--- config.mk ---
export PLATFORM = sky130hd
export DESIGN_NAME = div_sequencer_flat
export DESIGN_NICKNAME = d
export VERILOG_FILES = /design/src/rtl/div_sequencer_pkg.sv /design/src/rtl/div_sequencer_if.sv /design/src/rtl/div_step.sv /design/src/rtl/div_sequencer.sv /design/src/flat_wrapper.sv
export SDC_FILE = /design/constraint.sdc
export NUM_CORES = 1
export LEC_CHECK = 0
export CORE_UTILIZATION = 51
export DETAILED_ROUTE_END_ITERATION = 10
export HOLD_SLACK_MARGIN = 0.12
export PLACE_DENSITY = 0.72
export RECOVER_POWER = 100
export REMOVE_ABC_BUFFERS = 1
export SYNTH_ARGS = -nofsm -noshare
export SYNTH_HDL_FRONTEND = slang
export SYNTH_HIERARCHICAL = 1
export SYNTH_SLANG_ARGS = --single-unit
--- constraint.sdc ---
create_clock -name clock -period 5.4 [get_ports clock]
set_input_delay 0.81 -clock clock [delete_from_list [all_inputs] [get_ports clock]]
set_output_delay 0.81 -clock clock [all_outputs]
set_load 0.005 [all_outputs]
--- src/rtl/div_sequencer_pkg.sv ---
// Shared types and constants for the multi-cycle divide controller.
package div_sequencer_pkg;
  localparam int DIV_XLEN       = 32;
  localparam int DIV_ITERATIONS = DIV_XLEN;

  typedef logic [DIV_XLEN-1:0] regval_t;

  typedef enum logic [2:0] {
    S_IDLE,
    S_PREP,
    S_ITER,
    S_FIXUP,
    S_DONE
  } div_state_t;
endpackage

--- src/rtl/div_sequencer_if.sv ---
// Start/busy/done handshake between execute (master) and the divider (slave).
interface div_sequencer_if
  import div_sequencer_pkg::*;
#(
  parameter int WIDTH = DIV_XLEN
);
  logic             start;
  logic             is_signed;
  logic [WIDTH-1:0] numer;
  logic [WIDTH-1:0] denom;
  logic             hold;
  logic             busy;
  logic             done;
  logic [WIDTH-1:0] quotient;
  logic [WIDTH-1:0] remainder;
  logic             divide_by_zero;

  modport master (
    output start, is_signed, numer, denom, hold,
    input  busy, done, quotient, remainder, divide_by_zero
  );

  modport slave (
    input  start, is_signed, numer, denom, hold,
    output busy, done, quotient, remainder, divide_by_zero
  );
endinterface

--- src/rtl/div_step.sv ---
// One combinational restoring-division step: shift in the dividend MSB, try to subtract.
module div_step #(
  parameter int WIDTH = 32
) (
  input  logic [WIDTH-1:0] rem,
  input  logic             dividend_msb,
  input  logic [WIDTH-1:0] divisor,
  output logic [WIDTH-1:0] rem_next,
  output logic             q_bit
);
  logic [WIDTH:0] shifted;
  logic [WIDTH:0] trial;

  assign shifted  = {rem, dividend_msb};
  // rem < divisor holds every step, so the top bit of trial is a clean sign.
  assign trial    = shifted - {1'b0, divisor};
  assign q_bit    = ~trial[WIDTH];
  assign rem_next = q_bit ? trial[WIDTH-1:0] : shifted[WIDTH-1:0];
endmodule

--- src/rtl/div_sequencer.sv ---
// Multi-cycle signed/unsigned divide controller: IDLE->PREP->ITER x WIDTH->FIXUP->DONE.
// Define DIV_EARLY_OUT_EN to finish from PREP on divide-by-zero or |numer| < |denom|.
module div_sequencer
  import div_sequencer_pkg::*;
#(
  parameter int WIDTH = DIV_XLEN
) (
  input logic            clock,
  input logic            reset,
  div_sequencer_if.slave bus
);
  localparam int CW = $clog2(WIDTH);
  typedef logic [WIDTH-1:0] word_t;

  div_state_t    state, state_d;
  word_t         numer_q, denom_q;
  word_t         rem, dvd, dvs;
  logic [CW-1:0] cnt;
  logic          sgn_q, q_neg, r_neg, dz_q;
  word_t         quot_r, rem_r;
  logic          dz_r;

  word_t n_abs, d_abs, rem_nxt;
  logic  q_bit, d_zero, early, accept;

  assign n_abs  = (sgn_q && numer_q[WIDTH-1]) ? -numer_q : numer_q;
  assign d_abs  = (sgn_q && denom_q[WIDTH-1]) ? -denom_q : denom_q;
  assign d_zero = (denom_q == '0);

`ifdef DIV_EARLY_OUT_EN
  assign early = d_zero || (n_abs < d_abs);
`else
  assign early = 1'b0;
`endif

  assign accept = bus.start && ((state == S_IDLE) || (state == S_DONE && !bus.hold));

  div_step #(.WIDTH(WIDTH)) u_step (
    .rem          (rem),
    .dividend_msb (dvd[WIDTH-1]),
    .divisor      (dvs),
    .rem_next     (rem_nxt),
    .q_bit        (q_bit)
  );

  always_ff @(posedge clock) begin
    if (reset) state <= S_IDLE;
    else       state <= state_d;
  end

  always_comb begin
    state_d = state;
    case (state)
      S_IDLE:  if (bus.start) state_d = S_PREP;
      S_PREP:  state_d = early ? S_DONE : S_ITER;
      S_ITER:  if (cnt == '0) state_d = S_FIXUP;
      S_FIXUP: state_d = S_DONE;
      S_DONE:  if (!bus.hold) state_d = bus.start ? S_PREP : S_IDLE;
      default: state_d = S_IDLE;
    endcase
  end

  always_ff @(posedge clock) begin
    if (reset) begin
      numer_q <= '0;
      denom_q <= '0;
      sgn_q   <= 1'b0;
      rem     <= '0;
      dvd     <= '0;
      dvs     <= '0;
      cnt     <= '0;
      q_neg   <= 1'b0;
      r_neg   <= 1'b0;
      dz_q    <= 1'b0;
      quot_r  <= '0;
      rem_r   <= '0;
      dz_r    <= 1'b0;
    end else begin
      if (accept) begin
        numer_q <= bus.numer;
        denom_q <= bus.denom;
        sgn_q   <= bus.is_signed;
      end
      case (state)
        S_PREP: begin
          dvd   <= n_abs;
          dvs   <= d_abs;
          rem   <= '0;
          cnt   <= CW'(WIDTH-1);
          q_neg <= sgn_q & (numer_q[WIDTH-1] ^ denom_q[WIDTH-1]);
          r_neg <= sgn_q & numer_q[WIDTH-1];
          dz_q  <= d_zero;
          // Early exit: either the zero-divisor result or quotient 0 with the dividend as remainder.
          if (early) begin
            quot_r <= d_zero ? '1 : '0;
            rem_r  <= numer_q;
            dz_r   <= d_zero;
          end
        end
        S_ITER: begin
          rem <= rem_nxt;
          dvd <= {dvd[WIDTH-2:0], q_bit};
          cnt <= cnt - 1'b1;
        end
        S_FIXUP: begin
          if (dz_q) begin
            quot_r <= '1;
            rem_r  <= numer_q;
            dz_r   <= 1'b1;
          end else begin
            quot_r <= q_neg ? -dvd : dvd;
            rem_r  <= r_neg ? -rem : rem;
            dz_r   <= 1'b0;
          end
        end
        default: ;
      endcase
    end
  end

  assign bus.busy           = (state == S_PREP) || (state == S_ITER) || (state == S_FIXUP);
  assign bus.done           = (state == S_DONE);
  assign bus.quotient       = quot_r;
  assign bus.remainder      = rem_r;
  assign bus.divide_by_zero = dz_r;
endmodule
--- src/flat_wrapper.sv ---
// flat-port wrapper written by rule: the top's interface ports become plain ports
module div_sequencer_flat import div_sequencer_pkg::*;
#(
  parameter int WIDTH = DIV_XLEN
)
  (clock, reset, bus_start, bus_is_signed, bus_numer, bus_denom, bus_hold, bus_busy, bus_done, bus_quotient, bus_remainder, bus_divide_by_zero);
  div_sequencer_if #(.WIDTH(WIDTH)) bus_i ();
  input logic clock;
  input logic reset;
  input wire logic [$bits(bus_i.start)-1:0] bus_start;
  input wire logic [$bits(bus_i.is_signed)-1:0] bus_is_signed;
  input wire logic [$bits(bus_i.numer)-1:0] bus_numer;
  input wire logic [$bits(bus_i.denom)-1:0] bus_denom;
  input wire logic [$bits(bus_i.hold)-1:0] bus_hold;
  output wire logic [$bits(bus_i.busy)-1:0] bus_busy;
  output wire logic [$bits(bus_i.done)-1:0] bus_done;
  output wire logic [$bits(bus_i.quotient)-1:0] bus_quotient;
  output wire logic [$bits(bus_i.remainder)-1:0] bus_remainder;
  output wire logic [$bits(bus_i.divide_by_zero)-1:0] bus_divide_by_zero;
  assign bus_i.start = bus_start;
  assign bus_i.is_signed = bus_is_signed;
  assign bus_i.numer = bus_numer;
  assign bus_i.denom = bus_denom;
  assign bus_i.hold = bus_hold;
  assign bus_busy = bus_i.busy;
  assign bus_done = bus_i.done;
  assign bus_quotient = bus_i.quotient;
  assign bus_remainder = bus_i.remainder;
  assign bus_divide_by_zero = bus_i.divide_by_zero;
  div_sequencer #(.WIDTH(WIDTH)) u_core (.clock(clock), .reset(reset), .bus(bus_i));
endmodule
After elaboration in Yosys (flattened, before gate mapping)
Index checks and enable logic that the tools add are counted.
{"block": "word_totals", "regBits": 237, "latchBits": 0, "mem_bits_rw": 0, "mem_bits_ro": 0, "output_inout_bits": 67, "n_memories": 0}
{"block": "classes", "n_addsub": 6, "n_mul": 0, "n_div": 0, "magnitude_cmp": 0, "n_eq_ne": 7, "shift": 0, "muxes": 16, "bitwise": 4, "reduce_logical": 13}
{"cell": "32-bit 2-to-1 mux", "count": 7}
{"cell": "32-bit negation", "count": 4}
{"cell": "32-bit one-hot mux with 2 select lines", "count": 2}
{"cell": "33-bit by 32-bit subtractor with 33-bit output", "count": 1}
{"cell": "32-bit logical NOT", "count": 1}
{"cell": "3-bit one-hot mux with 5 select lines", "count": 1}
{"cell": "5-bit one-hot mux with 2 select lines", "count": 1}
{"cell": "3-bit 2-to-1 mux", "count": 3}
{"cell": "3-bit by 2-bit == test with 1-bit output, second input constant", "count": 2}
{"cell": "5-bit logical NOT", "count": 1}
{"cell": "5-bit by 1-bit subtractor with 5-bit output, second input constant", "count": 1}
{"cell": "1-bit logical AND", "count": 4}
{"cell": "2-bit inequality test, second input constant", "count": 2}
{"cell": "3-bit by 1-bit == test with 1-bit output, second input constant", "count": 1}
{"cell": "3-bit == test, second input constant", "count": 1}
{"cell": "3-bit logical NOT", "count": 1}
{"cell": "1-bit logical OR", "count": 3}
{"cell": "3-bit AND reduction", "count": 1}
{"cell": "1-bit AND", "count": 2}
{"cell": "1-bit 2-to-1 mux", "count": 2}
{"cell": "2-bit by 1-bit inequality test with 1-bit output, second input constant", "count": 1}
{"cell": "2-bit nonzero test", "count": 1}
{"cell": "1-bit logical NOT", "count": 1}
{"cell": "1-bit NOT", "count": 1}
{"cell": "1-bit XOR", "count": 1}

Logic depth before layout (Yosys ltp)
Gate-level depths: netlist (run 1).
{"block": "logic_depth", "depth_word": 4, "mapped_depth": 17}

By module
The synthesis (run 1) kept the hierarchy.
{"module": "div_sequencer", "instances": 1, "cells_each": 1465, "area_each_um2": 11762.5}
{"module": "div_step", "instances": 1, "cells_each": 305, "area_each_um2": 2358.5}

Worst setup path before layout (run 1)
No wires, ideal clock.
{"block": "synth_timing", "path_type": "register to register", "from": "reg u_core.dvd[31]", "to": "reg u_core.rem[10]", "setup_time_ps": 128, "t_arrival_ps": 3334, "setup_slack_ps": 1938, "path_stages_with_launch": 18, "period_less_slack_ps": 3462, "path_cell_list": "dfxtp_1 > inv_1 > ha_1 > fa_1 > and2b_1 > o2111ai_2 > a21oi_2 > o2111ai_1 > a211oi_2 > nor2_4 > mux2i_4 > and2_4 > buf_12 > inv_8 > buf_12 > mux2_4 > a22oi_1 > nor2_1"}
{"block": "synth_via", "elab_chain_len": 3}
{"item": "start: declaration", "line_no": "div_sequencer.sv:17", "rtl": "word_t rem, dvd, dvs;"}
{"item": "start signal: assignment", "line_no": "div_sequencer.sv:86", "rtl": "dvd <= n_abs;"}
{"item": "start signal: assignment", "line_no": "div_sequencer.sv:102", "rtl": "dvd <= {dvd[WIDTH-2:0], q_bit};"}
{"item": "33-bit by 32-bit subtractor with 33-bit output", "line_no": "div_step.sv:16", "rtl": "assign trial = shifted - {1'b0, divisor};"}
{"item": "32-bit 2-to-1 mux", "line_no": "div_step.sv:18", "rtl": "assign rem_next = q_bit ? trial[WIDTH-1:0] : shifted[WIDTH-1:0];"}
{"item": "via u_core.rem_nxt[10]", "line_no": "div_sequencer.sv:23", "rtl": "word_t n_abs, d_abs, rem_nxt;"}
{"item": "32-bit one-hot mux with 2 select lines", "line_no": "div_sequencer.sv:84", "rtl": "case (state)"}
{"item": "end signal: assignment", "line_no": "div_sequencer.sv:101", "rtl": "rem <= rem_nxt;"}
{"item": "end: declaration", "line_no": "div_sequencer.sv:17"}
The timed path passes the listed nets, and every way through them passes these cells.
A chain may end at the register's enable or synchronous reset.

Worst setup path in the final report (run 1)
{"block": "layout_timing", "from": "reg u_core.dvd[31]", "to": "reg u_core.rem[30]"}
The elaborated chain is that of the path after synthesis.

==> results of run 1 <==
-- sequential cells by signal (all words and copies together) (netlist names) --
name / flops
u_core/bus.quotient: 32
u_core/bus.remainder: 32
u_core/denom_q: 32
u_core/dvd: 32
u_core/dvs: 32
u_core/numer_q: 32
u_core/rem: 32
u_core/cnt: 5
u_core/state: 3
u_core/bus.divide_by_zero: 1
u_core/dz_q: 1
u_core/q_neg: 1
u_core/r_neg: 1
u_core/sgn_q: 1
-- metrics by stage --
stage | worst slack (ns) | util [%] | power, W
6_report | 0.9757 | 59.74 | 0.009898
5_1_grt | 0.5889 | 59.74 | 0.01119
4_1_cts | 1.472 | 60.26 | 0.01052
3_5_place_dp | 1.511 | 57.12 | 0.008733
3_3_place_gp | 1.650 | 57.12 | 0.008611
2_1_floorplan | -2.584 | - | 0.007385
-- worst min-delay path: stages, from the launching register on --
cell	delay, ns
dfxtp_1	0.31
nand2_1	0.05
a21oi_1	0.05
-- kinds of logic (layout without fill, tap and decap cells) --
logic type	after synthesis	in the layout	share of synthesized area, %
flops	237	237	33.60
simple gates	582	582	20.19
buf+inv	191	251	5.866
compound gates	570	570	26.32
fa+ha+maj	38	38	3.420
mux	42	42	3.783
xor+xnor	110	110	6.823
-- layout make-up --
type | count | share of cell area, %
clock buffer | 37 | 4.719
tap | 341 | 2.643
multi-input combinational | 1342 | 52.40
sequential | 237 | 29.39
inverter | 54 | 1.302
clock inverter | 9 | 0.5502
timing repair buffer | 151 | 8.997
-- metal layers --
layer | GRT usage (%) | wire length (µm) | part of all wire [%] | vias up
li1 | - | - | - | 6554
met4 | 7.233 | 880 | 2.1 | 0
met2 | 45.75 | 18520 | 45 | 526
met5 | 0 | 0 | 0 | -
met3 | 3.456 | 2863 | 7.0 | 55
met1 | 40.42 | 18900 | 46 | 6470
-- cells in the final DEF, fill, tap and decap left out, drive strengths merged, types with 22 or more instances in the layout --
| cell type | Yosys | final |
|---|---|---|
| nand2 | 217 | 217 |
| nand3 | 39 | 39 |
| o21ai | 94 | 94 |
| o22ai | 30 | 30 |
| dlygate4sd3 | 0 | 67 |
| a21oi | 175 | 175 |
| mux2 | 24 | 24 |
| nor4 | 23 | 23 |
| a22oi | 59 | 59 |
| nor2 | 115 | 115 |
| o41ai | 23 | 23 |
| xor2 | 74 | 74 |
| dfxtp | 237 | 237 |
| inv | 53 | 53 |
| o31ai | 28 | 28 |
| and3 | 29 | 29 |
| ha | 37 | 37 |
| clkbuf | 109 | 43 |
| or3 | 22 | 22 |
| xnor2 | 36 | 36 |
| clkdlybuf4s50 | 1 | 67 |
| a211oi | 26 | 26 |
| nor3 | 44 | 44 |
| a31oi | 25 | 25 |
-- power groups by stage --
stage                     logic (W)  registers, W  clock network (W)
after floorplan             0.00521       0.00217                  0
after global placement      0.00632       0.00229                  0
after detailed placement    0.00644       0.00230                  0
after CTS                   0.00648       0.00226            0.00178
after global routing        0.00700       0.00234            0.00186
final                       0.00587       0.00227            0.00176
-- path summary, 6_finish.rpt --
kind | endpoint | slack [ns] | cells past startpoint
hold reg to reg | u_core/bus.remainder[7]$_SDFFE_PP0P_ | 0.45 | 2
setup reg to reg | u_core/rem[30]$_SDFFE_PP0P_ | 0.98 | 15
hold / removal | u_core/bus.remainder[7]$_SDFFE_PP0P_ | 0.45 | 2
setup / recovery | u_core/rem[30]$_SDFFE_PP0P_ | 0.98 | 15
==> metrics.txt, run 1 <==
multi-input gate area in the final layout=8461 µm²; layout net count=between 1500 and 2000; number of buffers on the longest clock path=3; number of max-cap violations=4; Logic pwr share=59.4%; violated checks=capacitance limit, slew limit; number of pins exceeding their max-slew limit in the final report=around 200; actual slew at the worst max-slew pin=2.447 ns; FF-to-FF Start=u_core/dvd[31]$_SDFFE_PP0P_; relative contribution of sequential cells to total power=22.9%; Worst Hold Margin=0.4540 ns; Post-synth EDFFs=0; Cell Chain, Critical Path=inv_1 > ha_1 > fa_1 > and2b_1 > o2111ai_1 > a21oi_1 > o2111ai_1 > a211oi_2 > nor2_1 > mux2i_1 > and2_4 > inv_8 > mux2_1 > a22oi_1 > nor2_1; worst slew margin relative to its limit=-63.12%; number of gates resized after CTS=0; proportion of netlist area held by the largest area contributor=33.60%; vias in the first global route=between 10000 and 15000; TritonCTS Sinks=237; post-synth design cell area=14120 µm²; 1st-iter DRT viols=~1500; type of element capturing the critical path=flop; post-CTS repair timing setup buffer count=0; fraction of layout cells with a size suffix above 1=5.246%; non-filler instance count after layout=2171; global-route wire length before repair=approximately 66000 µm; weighted congestion at the end of routability-driven global placement=0.9398; Lkg Pwr=6.265 nW; wire length per cell after detailed routing=18.96 µm; die span in y=168.4 µm; hold_buf cts=0; internal power component=0.005498 W; I/O Buffers=135; most frequent cell after synthesis=dfxtp_1; Finish-stage setup viols=0; area leader, netlist=dfxtp_1; growth of design area from synthesis to finish=14.34%; number of warning messages in the yosys log=6; residual DRC count=0; portion of total power attributed to the clock network=between 10% and 20%; TritonCTS clock tree=built; fraction of the yosys area taken by sequential cells=33.60%; Sw Share=44.45%; core area=27030 µm²; top flip-flop cell by instance count after synthesis=dfxtp_1; worst setup path startpoint=u_core/dvd[31]$_SDFFE_PP0P_; Final period util=81.93%; final total negative setup slack=0 ns; Worst Setup Path Type=reg2reg; shortest period the worst path allows=about 4.4 ns; syn_area_per_cell=7.978 µm²; biggest area contributors in the synthesized netlist=dfxtp_1 34%, a21oi_1 6.1%, nand2_1 5.8%; post-route cell area=16150 µm²; number of detailed-routing iterations run before antenna repair=5; number of hold-slack violations in the final timing report=0; number of standard cells after synthesis=1770; NetSw=approximately 0.0044 W; clk slew on worst S/H paths=roughly 0.060 ns; clock skew after layout=between 0.03 and 0.04 ns; required time reported for the critical path endpoint=5.78 ns; Synth top cells by count=237 x dfxtp_1, 217 x nand2_1, 173 x a21oi_1; Via density=6.267; boundary pin count=between 100 and 150; number of antenna violations at the first check in global routing=0; starting density of the core=between 50% and 60%; residual antenna-violating net count after detailed routing=0; category of the worst setup path launch point=flop; data arrival time at the worst-slack endpoint=4.81 ns; detailed placement HPWL=28670 µm; Num CTS Buffers=26; number of filler instances in the final layout=around 2500; crit-path leading delay family=compound AO/OA/AOI/OAI gates; htree depth=1; critical path buffer and inverter count=2; startpoint of the tightest hold check path=u_core/bus.remainder[7]$_SDFFE_PP0P_; area taken by flip-flops and latches=between 4000 and 5000 µm²; RSZ-0062 raised after global routing=no; full die area=28360 µm²; Achievable Freq=226.0 MHz; worst-path maximum fanout=24; register bit count reported by yosys=237; slowest stage delay, CP=a little under 0.7 ns; via count=13605; overall track demand over capacity in global routing=28.51%; run status=finished, violations left; Async S/R FF share, synth=0%; diodes inserted=0; worst voltage drop across the vdd grid=0.8803 mV; clock insertion delay at the later pin of the skew report=approximately 0.55 ns; overall routed net length=41160 µm; maximum number of pins on one net before global-route repair=109; cell type of the slowest stage on the worst timing path=mux2i_1; standard-cell row count=60; total instance count after detailed placement=2125; width of the chip=between 150 and 200 µm; dpl cell area=15440 µm²; path type of the worst min-delay path=reg2reg; number of distinct library cells after synthesis=96; leftover overflow at the end of global routing=0; PwrDens=a little over 600 nW/µm²; cell at the root of the clock tree=clkbuf_16
(Power assumes the default switching activity.)
==> run 2, diff against run 1 <==
==> constraint.sdc (replaced) <==
create_clock -name clock -period 4.6 [get_ports clock]
set_input_delay 0.69 -clock clock [delete_from_list [all_inputs] [get_ports clock]]
set_output_delay 0.69 -clock clock [all_outputs]
set_load 0.005 [all_outputs]
==> metrics.txt, run 2 (synthesis gave the netlist of run 1 again) <==
highest-count cells in the layout ignoring fill and taps=237 x dfxtp_1, 217 x nand2_1, 174 x a21oi_1; slowest stage delay, CP=roughly 0.46 ns; wire length per cell after detailed routing=between 15 and 20 µm; RSZ-0062 raised after global routing=no; number of cells on the worst reg-to-reg path=15; multi-input gate area in the final layout=8469 µm²; Num CTS Buffers=27; required time reported for the critical path endpoint=4.96 ns; cell at the root of the clock tree=clkbuf_16; full die area=28360 µm²; post-CTS repair timing setup buffer count=0; global-route wire length before repair=66030 µm; data arrival time at the worst-slack endpoint=4.48 ns; type of element capturing the critical path=flop; startpoint of the tightest hold check path=u_core/bus.remainder[1]$_SDFFE_PP0P_; worst hold path endpoint=u_core/bus.remainder[1]$_SDFFE_PP0P_; Logic pwr share=between 50% and 60%; Worst Setup Path Type=reg2reg; clock skew after layout=0.01982 ns; TritonCTS Sinks=237; detailed placement HPWL=28870 µm; TritonCTS clock tree=built; dpl cell area=15430 µm²; starting density of the core=52.25%; Cell Chain, Critical Path=inv_1 > ha_1 > fa_1 > and2b_1 > o2111ai_1 > a21oi_1 > o2111ai_1 > a211oi_2 > nor2_1 > mux2i_4 > and2_4 > inv_8 > mux2_1 > a22oi_1 > nor2_1; area taken by flip-flops and latches=about 4700 µm²; NetSw=0.005241 W; number of pins exceeding their max-slew limit in the final report=approximately 230; overall routed net length=approximately 41000 µm; worst voltage drop across the vdd grid=0.4933 mV; number of antenna violations at the first check in global routing=1; vias in the first global route=12441; worst slew margin relative to its limit=-56.46%; Sw Share=44.90%; residual antenna-violating net count after detailed routing=0; growth of design area from synthesis to finish=14.42%; GR met2 Demand/Resource=45.03%; relative contribution of sequential cells to total power=22.7%; die span in y=between 150 and 200 µm; layout net count=1919; internal power component=0.006430 W; flop2flop setup slack=0.48 ns; Finish-stage setup viols=0; htree depth=1; FF-to-FF Start=u_core/dvd[31]$_SDFFE_PP0P_; most used routing layer=met2; path type of the worst min-delay path=reg2reg; weighted congestion at the end of routability-driven global placement=0.9544; leftover overflow at the end of global routing=0; via count=13551; global-route track usage on met3=about 3.4%; hold_buf cts=0; number of hold-slack violations in the final timing report=0; core area=27030 µm²; Final Power=between 0.01 and 0.015 W; PwrDens=slightly above 700 nW/µm²; residual DRC count=0; final standard cell utilization of the core=59.79%; fraction of layout cells with a size suffix above 1=5.188%; end of the worst register-to-register path=u_core/rem[24]$_SDFFE_PP0P_; Final period util=89.59%; boundary pin count=136; number of filler instances in the final layout=2522; clk slew on worst S/H paths=0.06 ns; number of buffers on the longest clock path=3; actual slew at the worst max-slew pin=approximately 2.3 ns; met1 Usage GRT=39.90%; most frequent standard cell in the layout excluding fill and tap cells=dfxtp_1; cell type of the slowest stage on the worst timing path=dfxtp_1; clock insertion delay at the later pin of the skew report=between 0.5 and 0.6 ns; post-route cell area=16160 µm²; number of max-cap violations=4; category of the worst setup path launch point=flop; worst-path maximum fanout=24; Achievable Freq=approximately 240 MHz; standard-cell row count=60; I/O Buffers=135; run status=finished, violations left; diodes inserted=0; maximum number of pins on one net before global-route repair=roughly 110; width of the chip=168.4 µm; Lkg Pwr=~6.3 nW; Hold Path Cell Cnt=2; shortest period the worst path allows=4.121 ns; 1st-iter DRT viols=about 1300; number of gates resized after CTS=0; violated checks=capacitance limit, slew limit; number of detailed-routing iterations run before antenna repair=6; Via density=6.239; portion of total power attributed to the clock network=between 15 and 20%; overall track demand over capacity in global routing=roughly 28%
run 2: changes by cell type in the layout (fill, tap and decap cells not counted), moves of 3 or more:
cell / previous run / this run
mux2_4: 4 / 0
mux2_1: 15 / 19
clkbuf_8: 7 / 3
clkinvlp_4: 3 / 0
run 2: layer usage:
layer  up-vias  part of all wire [%]
li1       6543                     -
met1      6411                    46
met2       518                    45
met3        79                   6.6
met4         0                   3.0
met5         -                     0
run 2: worst max path at each step:
stage / to / slack (ns) / startpoint
6_report: u_core/rem[24]$_SDFFE_PP0P_ / 0.48 / u_core/dvd[31]$_SDFFE_PP0P_
5_1_grt: u_core/rem[24]$_SDFFE_PP0P_ / 0.24 / u_core/dvd[31]$_SDFFE_PP0P_
4_1_cts: u_core/rem[24]$_SDFFE_PP0P_ / 0.69 / u_core/dvd[31]$_SDFFE_PP0P_
3_5_place_dp: u_core/rem[24]$_SDFFE_PP0P_ / 0.69 / u_core/dvd[31]$_SDFFE_PP0P_
3_3_place_gp: u_core/rem[22]$_SDFFE_PP0P_ / 0.85 / u_core/dvd[31]$_SDFFE_PP0P_
2_1_floorplan: u_core/dvd[25]$_SDFFE_PP0P_ / -3.38 / u_core/state[1]$_SDFFE_PP0P_
run 2: area by class of cell:
type | instances | share of cell area (%)
Clock inverter | 11 | 0.7202
Multi-Input combinational cell | 1342 | 52.42
Inverter | 54 | 1.301
Sequential cell | 237 | 29.36
Tap cell | 341 | 2.641
Timing Repair Buffer | 150 | 8.959
Clock buffer | 37 | 4.600
run 2: critical path, delay by kind of cell (launching register included):
| kind | cells | cell delay (ns) |
|---|---|---|
| AO/OA/AOI/OAI | 5 | 1.13 |
| AND/OR/NAND/NOR | 4 | 0.78 |
| multiplexers | 2 | 0.73 |
| adder cells (fa/ha/maj) | 2 | 0.63 |
| flip-flops | 1 | 0.46 |
| buffers and inverters | 2 | 0.21 |
run 2: power by group through the flow:
stage | Sequential (W) | Clock (W) | Combinational [W]
after CTS | 0.00265 | 0.00213 | 0.00765
final | 0.00265 | 0.00210 | 0.00691
after detailed placement | 0.00269 | 0 | 0.00757
after global placement | 0.00268 | 0 | 0.00747
after floorplan | 0.00255 | 0 | 0.00612
after global routing | 0.00269 | 0.00222 | 0.00745
run 2: metrics by stage:
stage / hold WS [ns] / setup TNS, ns / instances / worst slack, ns
4_1_cts: 0.4545 / 0 / 2172 / 0.6892
3_5_place_dp: 0.4464 / 0 / 2124 / 0.6924
3_3_place_gp: 0.4447 / 0 / 2124 / 0.8491
6_report: 0.4490 / 0 / 2172 / 0.4789
2_1_floorplan: 0.4340 / -205.16 / 1633 / -3.384
5_1_grt: 0.4744 / 0 / 2172 / 0.2435
